### config.mk
export PLATFORM = sky130hd
export DESIGN_NAME = mix_mc
export DESIGN_NICKNAME = d
export VERILOG_FILES = /design/src/rtl/mix_mc.sv
export SDC_FILE = /design/constraint.sdc
export NUM_CORES = 1
export LEC_CHECK = 0
export ABC_CLOCK_PERIOD_IN_PS = 9200
export BUFFER_PORTS_ARGS = -buffer_cell sky130_fd_sc_hd__buf_2
export CAP_MARGIN = 25
export CORE_MARGIN = 5
export CORE_UTILIZATION = 40
export DETAILED_ROUTE_END_ITERATION = 10
export PLACE_DENSITY_LB_ADDON = 0.15
export SLEW_MARGIN = 25
export SYNTH_ARGS = -nofsm -noshare
export SYNTH_HDL_FRONTEND = slang
export SYNTH_SLANG_ARGS = --single-unit
### constraint.sdc
create_clock -name clk -period 9.2 [get_ports clk]
set_clock_uncertainty 0.2 [all_clocks]
set_input_delay 0.46 -clock clk [delete_from_list [all_inputs] [get_ports clk]]
set_output_delay 0.46 -clock clk [all_outputs]
set_load 0.02 [all_outputs]
### src/rtl/mix_mc.sv
// Multi-channel envelope mixer: DC_POST[k] = clamp(DC_PRE[k] +/- ENV[k]*MUL[k]).
// One shared multiplier is stepped across the channels, one per cycle, behind a start/done handshake.
module mix_mc #(
    parameter int PWM_DEPTH = 12,
    parameter int ENV_W     = 7,
    parameter int MUL_W     = 5,
    parameter int CHANNELS  = 4
) (
    input  logic                          clk,
    input  logic                          rst,
    input  logic                          START,
    input  logic [CHANNELS*ENV_W-1:0]     ENV,
    input  logic [CHANNELS*PWM_DEPTH-1:0] DC_PRE,
    input  logic [CHANNELS*MUL_W-1:0]     MUL,
    input  logic [CHANNELS-1:0]           MODE,
    output logic                          BUSY,
    output logic                          DONE,
    output logic [CHANNELS*PWM_DEPTH-1:0] DC_POST
);

    localparam int PROD_W = ENV_W + MUL_W;
    localparam int W      = ((PWM_DEPTH > PROD_W) ? PWM_DEPTH : PROD_W) + 2;
    localparam int IDX_W  = (CHANNELS > 1) ? $clog2(CHANNELS) : 1;
    localparam logic [PWM_DEPTH-1:0] DC_MAX   = '1;
    localparam logic signed [W-1:0]  S_DC_MAX = signed'(W'(DC_MAX));
    localparam logic [IDX_W-1:0]     LAST_IDX = IDX_W'(CHANNELS - 1);

    typedef enum logic [1:0] {S_IDLE, S_RUN, S_FLUSH} state_t;

    state_t                          r_state;
    logic [IDX_W-1:0]                r_idx;

    logic [CHANNELS*ENV_W-1:0]       r_env;
    logic [CHANNELS*PWM_DEPTH-1:0]   r_dc;
    logic [CHANNELS*MUL_W-1:0]       r_mul;
    logic [CHANNELS-1:0]             r_mode;

    logic [PROD_W-1:0]               r_prod_p1;
    logic [PWM_DEPTH-1:0]            r_dc_p1;
    logic                            r_mode_p1;
    logic [IDX_W-1:0]                r_ch_p1;
    logic                            r_vld_p1;

    logic [ENV_W-1:0]                w_env;
    logic [MUL_W-1:0]                w_mul;
    logic [PWM_DEPTH-1:0]            w_dc;
    logic                            w_mode;

    // Widened signed arithmetic so neither direction can wrap before the clamp.
    function automatic logic [PWM_DEPTH-1:0] sat_mix(
        input logic [PWM_DEPTH-1:0] dc,
        input logic [PROD_W-1:0]    prod,
        input logic                 sub
    );
        logic signed [W-1:0] a;
        logic signed [W-1:0] b;
        logic signed [W-1:0] s;
        a = signed'(W'(dc));
        b = signed'(W'(prod));
        s = sub ? (a - b) : (a + b);
        if (s < 0)
            return '0;
        else if (s > S_DC_MAX)
            return DC_MAX;
        else
            return s[PWM_DEPTH-1:0];
    endfunction

    assign w_env  = r_env[r_idx*ENV_W +: ENV_W];
    assign w_mul  = r_mul[r_idx*MUL_W +: MUL_W];
    assign w_dc   = r_dc[r_idx*PWM_DEPTH +: PWM_DEPTH];
    assign w_mode = r_mode[r_idx];

    always_ff @(posedge clk) begin
        if (rst) begin
            r_state  <= S_IDLE;
            r_idx    <= '0;
            BUSY     <= 1'b0;
            DONE     <= 1'b0;
            r_vld_p1 <= 1'b0;
        end else begin
            DONE     <= 1'b0;
            r_vld_p1 <= 1'b0;
            case (r_state)
                S_IDLE: begin
                    if (START) begin
                        r_state <= S_RUN;
                        r_idx   <= '0;
                        BUSY    <= 1'b1;
                    end
                end
                S_RUN: begin
                    r_vld_p1 <= 1'b1;
                    if (r_idx == LAST_IDX)
                        r_state <= S_FLUSH;
                    else
                        r_idx <= r_idx + 1'b1;
                end
                S_FLUSH: begin
                    r_state <= S_IDLE;
                    r_idx   <= '0;
                    BUSY    <= 1'b0;
                    DONE    <= 1'b1;
                end
                default: r_state <= S_IDLE;
            endcase
        end
    end

    // Stage 0: input snapshot. Stage 1: shared multiply for the issued channel.
    always_ff @(posedge clk) begin
        if (r_state == S_IDLE && START) begin
            r_env  <= ENV;
            r_dc   <= DC_PRE;
            r_mul  <= MUL;
            r_mode <= MODE;
        end
        if (r_state == S_RUN) begin
            r_prod_p1 <= w_env * w_mul;
            r_dc_p1   <= w_dc;
            r_mode_p1 <= w_mode;
            r_ch_p1   <= r_idx;
        end
    end

    // Stage 2: clamp and write back the channel that left stage 1.
    always_ff @(posedge clk) begin
        if (rst)
            DC_POST <= '0;
        else if (r_vld_p1)
            DC_POST[r_ch_p1*PWM_DEPTH +: PWM_DEPTH] <= sat_mix(r_dc_p1, r_prod_p1, r_mode_p1);
    end

endmodule

==> flow_summary.yaml, run 1 <==
outcome:
  outcome: "finished clean"
placed_design:
  dp_hpwl_um: 16160
  place_congestion: 0.8632
  dp.cells: 1178
  port_buffers: 152
  pre_cts_slack_ns: 4.083
timing:
  rsz0062_at_grt: "no"
  fmax_ghz: 0.1967
  layout_min_cycle_time_ns: 5.084
  setup_viol: 0
  drv_slew: 0
  slew_headroom_pct: 37.24
  setup_tns_ns: 0
  tightest_slew_ns: 0.9373
  setup_ws_ns: 4.116
  finalCritPeriodShare_pct: 55.26
  hold_viol: 0
detailed_routing:
  num_vias: 6724
  wire_per_inst_um: 17.36
  viasPerCell: 5.299
  drt_iter0_markers: 441
  routed_wl_um: 22030
  firstDrtPassIters: 5
  post-route-drc-count: 0
  ant_nets: 0
die:
  start_util_pct: 40.83
  std_cell_rows: 55
  fp.coreArea_sq_um: 22710
  ios: 153
  dieWidth_um: 162.3
  die_h_um: 162.3
  die_area_sq_um: 26330
synthesis:
  synthTopCellsByArea: "edfxtp_1 41%, dfxtp_1 12%, ha_1 6.7%"
  synth_top_area_cell: "edfxtp_1"
  yosys-top-cells-count: "127 x edfxtp_1, 67 x nand2_1, 61 x nor2_1"
  synth_cells: 768
  synth_warnings: 0
  synth_seq_cells: 182
  ys_seq_area_share_pct: 53.00
  synth_area_sq_um: 9273
  synth.avg_cell_area_sq_um: 12.07
  syn-num-nets: 938
  ys_async_sr_fraction_pct: 0
  ys_dominant_reg_cell: "edfxtp_1"
  synth-edff-count: 127
  yosysTopAreaCellShare_pct: 41.13
  ys_types: 76
  yosysMostFrequentCell: "edfxtp_1"
critical_path:
  slowest_stage: "mux4_2"
  r2r_start: "r_idx[0]$_SDFFE_PP0P_"
  cp_max_fo: 29
  cpPeakStageDelay_ns: 0.68
  r2r_slack_ns: 4.12
  endpoint_kind: "register"
  crit_arrival_ns: 5.07
  cp_top_family: "adder cells"
  crit_buf_inv: 2
  path_class: "reg2reg"
  critPathLaunchType: "register"
  crit_chain: "buf_4 -> mux4_2 -> nand2_1 -> fa_1 -> fa_1 -> fa_1 -> inv_1 -> ha_1 -> a21oi_1 -> o21bai_1 -> a21oi_1 -> o21ai_0 -> a21o_1 -> a21oi_1 -> xnor2_1"
  required_ns: 9.19
  r2r_cells: 15
  reg2reg_to: "r_prod_p1[11]$_DFFE_PP_"
final_layout:
  drive_gt1_share_pct: 24.70
  diodes: 0
  final_cells: 1269
  nNetsFinal: 1141
  syn2layout_area_growth_pct: 23.99
global_routing:
  grt_pass1_vias: 6781
  grt_pass1_wl_um: 35870
  gr-usage-all-layers_pct: 17.19
  grt_overflow_total: 0
  grt_max_degree: 90
  antenna_found_initial: 0
clock_tree:
  cts_buffer_depth: 2
  cts_resized: 0
  clock_latency_ns: 0.42
  cts_sinks: 182
  clkTransAtPathRegs_ns: 0.08
  cts_made_buffers: 17
  cts_tree: "yes"
  cts-root-buf: "clkbuf_16"
  cts-htree-levels: 4
worst_hold_path:
  hold_class: "in2reg"
  worstHoldPathCells: 1
  hold_path_end: "r_dc[32]$_DFFE_PP_"
  min_from: "DC_PRE[32]"
run:
  maxCapViolCount: 0
pwr:
  p_leak_uw: 0.004693
  power.density_nw_per_um2: 216.8
  ir_drop_mv: 0.1281
  power_uw: 2493
worst register-to-register path: stages, from the launching register on:
cell and delay (ns):
dfxtp_2 0.32, buf_4 0.45, mux4_2 0.70, nand2_1 0.12
fa_1 0.45, fa_1 0.52, fa_1 0.54, inv_1 0.04
ha_1 0.32, a21oi_1 0.23, o21bai_1 0.10, a21oi_1 0.22
o21ai_0 0.18, a21o_1 0.21, a21oi_1 0.17, xnor2_1 0.08
through the flow:
stage / hold slack [ns] / instance area (sq um) / utilization, %
floorplan: 0.2314 / 9273 / -
global placement: 0.2049 / 10290 / 45.32
detailed placement: 0.2099 / 10290 / 45.32
CTS: 0.00001560 / 11450 / 50.44
global route: 0.0001248 / 11500 / 50.63
finish: 0.01991 / 11500 / 50.63
layout make-up:
type | instances | area [sq um]
Fill cell | 2027 | 11210
Sequential cell | 182 | 4916
Multi-Input combinational cell | 497 | 4004
Timing Repair Buffer | 217 | 1400
Clock buffer | 17 | 425.4
Tap cell | 285 | 356.6
Inverter | 56 | 210.2
Clock inverter | 15 | 185.2
cells in the final DEF (no fill, tap or decap), types with 36 or more instances in the layout:
cell / n
nand2_1: 67
nor2_1: 61
inv_1: 54
dlygate4sd3_1: 59
a21oi_1: 36
ha_1: 50
buf_2: 152
dfxtp_1: 54
edfxtp_1: 127
per-layer routing:
metal	global-route usage, %	part of all wire, %	up-vias
li1	-	-	3247
met1	24.69	47	3246
met2	26.81	46	209
met3	3.730	5.5	22
met4	4.037	1.3	0
met5	0	0	-
repair_timing:
action                    4_1_cts  5_1_grt
setup buffers                   0        0
hold endpoints to repair       55        4
hold buffers                   55        4
registers in the layout, summed over array words and instances (netlist names), 4 cells and up:
name / flops
DC_POST: 48
r_dc: 48
r_env: 28
r_mul: 20
r_dc_p1: 12
r_prod_p1: 12
r_mode: 4
worst max-delay path by stage:
stage,startpoint,endpoint,slack [ns],cells past startpoint
floorplan,START,r_dc[0]$_DFFE_PP_,0.61,1
global placement,r_idx[0]$_SDFFE_PP0P_,r_prod_p1[11]$_DFFE_PP_,4.15,15
detailed placement,r_idx[0]$_SDFFE_PP0P_,r_prod_p1[11]$_DFFE_PP_,4.08,15
CTS,r_idx[0]$_SDFFE_PP0P_,r_prod_p1[11]$_DFFE_PP_,4.07,15
global route,r_idx[0]$_SDFFE_PP0P_,r_prod_p1[11]$_DFFE_PP_,3.78,15
finish,r_idx[0]$_SDFFE_PP0P_,r_prod_p1[11]$_DFFE_PP_,4.12,15
logic make-up after synthesis:
logic type	after synthesis	synth area share, %
multiplexers	34	7.111
AND/OR/NAND/NOR	229	12.05
XOR/XNOR	14	1.322
AO/OA/AOI/OAI	153	12.23
buffers and inverters	89	3.873
adder cells (fa/ha/maj)	67	10.42
flip-flops	182	53.00
where the power goes:
group	internal, uW	switching [uW]	total (uW)
Combinational	303	462	765
Clock	414	342	756
Sequential	950	21.5	972
(Power assumes the default switching activity.)
==> inputs of run 2 (changes only) <==
--- a/config.mk
+++ b/config.mk
@@ -5,7 +5,7 @@
 export SDC_FILE = /design/constraint.sdc
 export NUM_CORES = 1
 export LEC_CHECK = 0
-export ABC_CLOCK_PERIOD_IN_PS = 9200
+export ABC_CLOCK_PERIOD_IN_PS = 5200
 export BUFFER_PORTS_ARGS = -buffer_cell sky130_fd_sc_hd__buf_2
 export CAP_MARGIN = 25
 export CORE_MARGIN = 5
==> constraint.sdc (replaced) <==
create_clock -name clk -period 5.2 [get_ports clk]
set_clock_uncertainty 0.2 [all_clocks]
set_input_delay 0.26 -clock clk [delete_from_list [all_inputs] [get_ports clk]]
set_output_delay 0.26 -clock clk [all_outputs]
set_load 0.02 [all_outputs]
==> flow_summary.yaml, run 2 (synthesis gave the netlist of run 1 again) <==
critical_path:
  crit_chain: "mux4_2 -> nand2_1 -> fa_1 -> fa_1 -> fa_1 -> inv_1 -> ha_1 -> a21oi_1 -> o21bai_1 -> a21oi_1 -> o21ai_0 -> a21o_1 -> a21oi_1 -> xnor2_1"
  required_ns: 5.19
  critPathLaunchType: "register"
  slowest_stage: "mux4_2"
  path_class: "reg2reg"
  cp_top_family: "adder cells"
  crit_buf_inv: 1
  cpPeakStageDelay_ns: 0.67
  cp_max_fo: 12
  endpoint_kind: "register"
  crit_arrival_ns: 4.86
clock_tree:
  postCtsSetupBuffers: 0
  clock_latency_ns: 0.44
  ctsHoldBuffers: 101
  cts-htree-levels: 4
  cts-root-buf: "clkbuf_16"
  cts_buffer_depth: 2
  clkTransAtPathRegs_ns: 0.08
  cts_made_buffers: 17
  cts_sinks: 182
  cts_tree: "yes"
  cts_resized: 0
die:
  ios: 153
  die_area_sq_um: 26330
  std_cell_rows: 55
  fp.coreArea_sq_um: 22710
  die_h_um: 162.3
  start_util_pct: 40.83
  dieWidth_um: 162.3
timing:
  finalCritPeriodShare_pct: 93.60
  tightest_slew_ns: 0.9601
  setup_viol: 0
  fmax_ghz: 0.2055
  setup_tns_ns: 0
  fin_hold_ws_ns: 0.1886
  hold_viol: 0
  rsz0062_at_grt: "no"
  drv_slew: 0
  layout_min_cycle_time_ns: 4.867
  slew_headroom_pct: 35.99
run:
  maxCapViolCount: 0
global_routing:
  grt_most_used_layer: "met2"
  use_met1_pct: 24.93
  grt_pass1_wl_um: 38030
  grt_max_degree: 65
  antenna_found_initial: 0
  met3_usage_pct: 3.857
  grt_overflow_total: 0
  grtUsageMet2_pct: 30.07
  gr-usage-all-layers_pct: 18.24
  grt_pass1_vias: 7125
placed_design:
  dp_hpwl_um: 16520
  place_congestion: 0.8368
  post_dp_cell_area_sq_um: 10320
  dp.cells: 1180
  port_buffers: 152
final_layout:
  layout_commonest_cell: "buf_2"
  nNetsFinal: 1185
  utilization_pct: 52.75
  largestRegisters: "DC_POST x48, r_dc x48, r_env x28"
  diodes: 0
  syn2layout_area_growth_pct: 29.20
  design_area_sq_um: 11980
  final_cells: 1313
  layout_common_cells: "152 x buf_2, 127 x edfxtp_1, 101 x dlygate4sd3_1"
  drive_gt1_share_pct: 23.74
outcome:
  outcome: "finished clean"
detailed_routing:
  ant_nets: 0
  routed_wl_um: 23460
  firstDrtPassIters: 5
  drt_iter0_markers: 377
  post-route-drc-count: 0
  viasPerCell: 5.176
  num_vias: 6796
  wire_per_inst_um: 17.87
worst_hold_path:
  hold_class: "in2reg"
pwr:
  p_leak_uw: 0.004902
  power.density_nw_per_um2: 375.0
  ir_drop_mv: 0.2885
## run 2: stage by stage
| step | power [uW] | worst slack [ns] |
|---|---|---|
| after floorplan | 2723 | 0.2094 |
| after global placement | 3064 | 0.3494 |
| after detailed placement | 3063 | 0.3181 |
| after CTS | 4519 | 0.3027 |
| after global routing | 4748 | 0.02181 |
| final | 4492 | 0.3328 |
## run 2: final cells by class
| class | instances | area [sq um] |
|---|---|---|
| Clock inverter | 15 | 222.7 |
| Clock buffer | 17 | 425.4 |
| Sequential cell | 182 | 4916 |
| Inverter | 56 | 210.2 |
| Timing Repair Buffer | 261 | 1839 |
| Tap cell | 285 | 356.6 |
| Fill cell | 1968 | 10730 |
| Multi-Input combinational cell | 497 | 4010 |
## run 2: final timing paths
| path | startpoint | to | slack [ns] | cells past startpoint |
|---|---|---|---|---|
| min reg2reg | DC_POST[17]$_SDFFE_PP0P_ | DC_POST[17]$_SDFFE_PP0P_ | 0.25 | 2 |
| min | rst | DC_POST[44]$_SDFFE_PP0P_ | 0.19 | 2 |
| max | r_idx[0]$_SDFFE_PP0P_ | r_prod_p1[11]$_DFFE_PP_ | 0.33 | 14 |
| max reg2reg | r_idx[0]$_SDFFE_PP0P_ | r_prod_p1[11]$_DFFE_PP_ | 0.33 | 14 |
## run 2: routing by layer
metal	vias to the layer above	routed length (um)
met4	0	274
li1	3323	-
met5	-	0
met2	204	11200
met1	3250	10660
met3	19	1322
## run 2: power by group
part	leakage (uW)	switching, uW	internal (uW)
clock	0.000312	709	686
sequential	0.00166	48.9	1680
combinational	0.00293	809	559
==> inputs of run 3 (changes only) <==
--- a/config.mk
+++ b/config.mk
@@ -5,11 +5,11 @@
 export SDC_FILE = /design/constraint.sdc
 export NUM_CORES = 1
 export LEC_CHECK = 0
-export ABC_CLOCK_PERIOD_IN_PS = 5200
+export ABC_CLOCK_PERIOD_IN_PS = 5530
 export BUFFER_PORTS_ARGS = -buffer_cell sky130_fd_sc_hd__buf_2
 export CAP_MARGIN = 25
 export CORE_MARGIN = 5
-export CORE_UTILIZATION = 40
+export CORE_UTILIZATION = 57
 export DETAILED_ROUTE_END_ITERATION = 10
 export PLACE_DENSITY_LB_ADDON = 0.15
 export SLEW_MARGIN = 25
==> constraint.sdc (replaced) <==
create_clock -name clk -period 5.53 [get_ports clk]
set_clock_uncertainty 0.2 [all_clocks]
set_input_delay 0.2765 -clock clk [delete_from_list [all_inputs] [get_ports clk]]
set_output_delay 0.2765 -clock clk [all_outputs]
set_load 0.02 [all_outputs]
==> flow_summary.yaml, run 3 (synthesis gave the netlist of run 1 again) <==
outcome:
  outcome: "finished clean"
detailed_routing:
  drt_iter0_markers: 635
  viasPerCell: 5.858
  num_vias: 7270
  ant_nets: 0
  wire_per_inst_um: 21.13
  firstDrtPassIters: 5
  post-route-drc-count: 0
  routed_wl_um: 26220
critical_path:
  cp_max_fo: 13
  required_ns: 5.50
  critPathLaunchType: "register"
  path_class: "reg2reg"
  crit_arrival_ns: 4.99
  endpoint_kind: "register"
die:
  die_h_um: 137.5
  die_area_sq_um: 18920
  fp.coreArea_sq_um: 15940
  start_util_pct: 58.16
  ios: 153
  dieWidth_um: 137.5
  std_cell_rows: 46
clock_tree:
  postCtsSetupBuffers: 0
  ctsHoldBuffers: 101
  cts_resized: 0
  clkTransAtPathRegs_ns: 0.07
  clock_latency_ns: 0.43
  cts_made_buffers: 17
  cts_tree: "yes"
  cts-root-buf: "clkbuf_16"
  cts-htree-levels: 4
  cts_sinks: 182
  cts_buffer_depth: 2
placed_design:
  port_buffers: 152
  pre_cts_slack_ns: 0.6285
  dp_hpwl_um: 17040
  place_congestion: 0.9412
global_routing:
  gr-usage-all-layers_pct: 28.45
  grt_overflow_total: 0
  grt_pass1_wl_um: 40340
  grt_pass1_vias: 7364
  antenna_found_initial: 0
  grt_max_degree: 91
worst_hold_path:
  hold_class: "in2reg"
timing:
  rsz0062_at_grt: "no"
  hold_viol: 0
  slew_headroom_pct: 36.16
  setup_ws_ns: 0.5153
  layout_min_cycle_time_ns: 5.015
  setup_viol: 0
  tightest_slew_ns: 0.9574
  drv_slew: 0
  setup_tns_ns: 0
  finalCritPeriodShare_pct: 90.68
  fmax_ghz: 0.1994
final_layout:
  diodes: 0
  drive_gt1_share_pct: 23.61
  syn2layout_area_growth_pct: 27.77
  nNetsFinal: 1182
  layout_common_cells: "152 x buf_2, 127 x edfxtp_1, 101 x dlygate4sd3_1"
  largestRegisters: "DC_POST x48, r_dc x48, r_env x28"
  layout_commonest_cell: "buf_2"
pwr:
  p_leak_uw: 0.004875
  power.density_nw_per_um2: 359.1
  ir_drop_mv: 0.2439
run:
  maxCapViolCount: 0
-- run 3: metal layers --
layer,vias to the layer above,part of all wire [%],GRT usage [%]
li1,3319,-,-
met4,0,3.0,9.701
met2,350,49,46.42
met5,-,0,0
met3,57,7.9,6.318
met1,3544,40,37.88
-- run 3: critical path, cell delays in order, from the launching register on --
cell and delay, ns:
dfxtp_1 0.77, mux4_2 0.49, nand2_1 0.12, fa_1 0.45, fa_1 0.54, fa_1 0.55
inv_1 0.04, ha_1 0.33, a21oi_1 0.24, o21bai_1 0.12, a21oi_1 0.23, o21ai_0 0.17
a21o_1 0.20, a21oi_1 0.21, xnor2_1 0.09
-- run 3: cell type report --
| class | count | area, sq um |
|---|---|---|
| sequential | 182 | 4916 |
| fill | 1050 | 4095 |
| multi-input combinational | 497 | 4010 |
| timing repair buffer | 258 | 1813 |
| clock buffer | 17 | 425.4 |
| tap | 216 | 270.3 |
| inverter | 56 | 210.2 |
| clock inverter | 15 | 202.7 |
-- run 3: worst paths after layout --
kind                                 start                  endpoint  slack (ns)  cells past startpoint
setup / recovery     r_idx[1]$_SDFFE_PP0P_   r_prod_p1[11]$_DFFE_PP_        0.52                     14
hold / removal                         rst   DC_POST[8]$_SDFFE_PP0P_        0.20                      2
setup reg to reg     r_idx[1]$_SDFFE_PP0P_   r_prod_p1[11]$_DFFE_PP_        0.52                     14
hold reg to reg   DC_POST[17]$_SDFFE_PP0P_  DC_POST[17]$_SDFFE_PP0P_        0.25                      2
-- run 3: power breakdown --
part           leakage, uW  internal (uW)  switching, uW
Combinational      0.00292            525            804
Clock             0.000303            695            597
Sequential         0.00166           1580           51.9
-- run 3: per-stage QoR --
stage                     hold WS [ns]  instances  instance area, sq um  power (uW)  util (%)
after floorplan                 0.1754        768                  9278        2560         -
after global placement          0.2311       1108                 10200        2862     64.01
after detailed placement        0.2379       1108                 10200        2890     64.01
after CTS                       0.1734       1241                 11840        4214     74.29
after global routing            0.2231       1241                 11850        4460     74.31
final                           0.1987       1241                 11850        4255     74.31
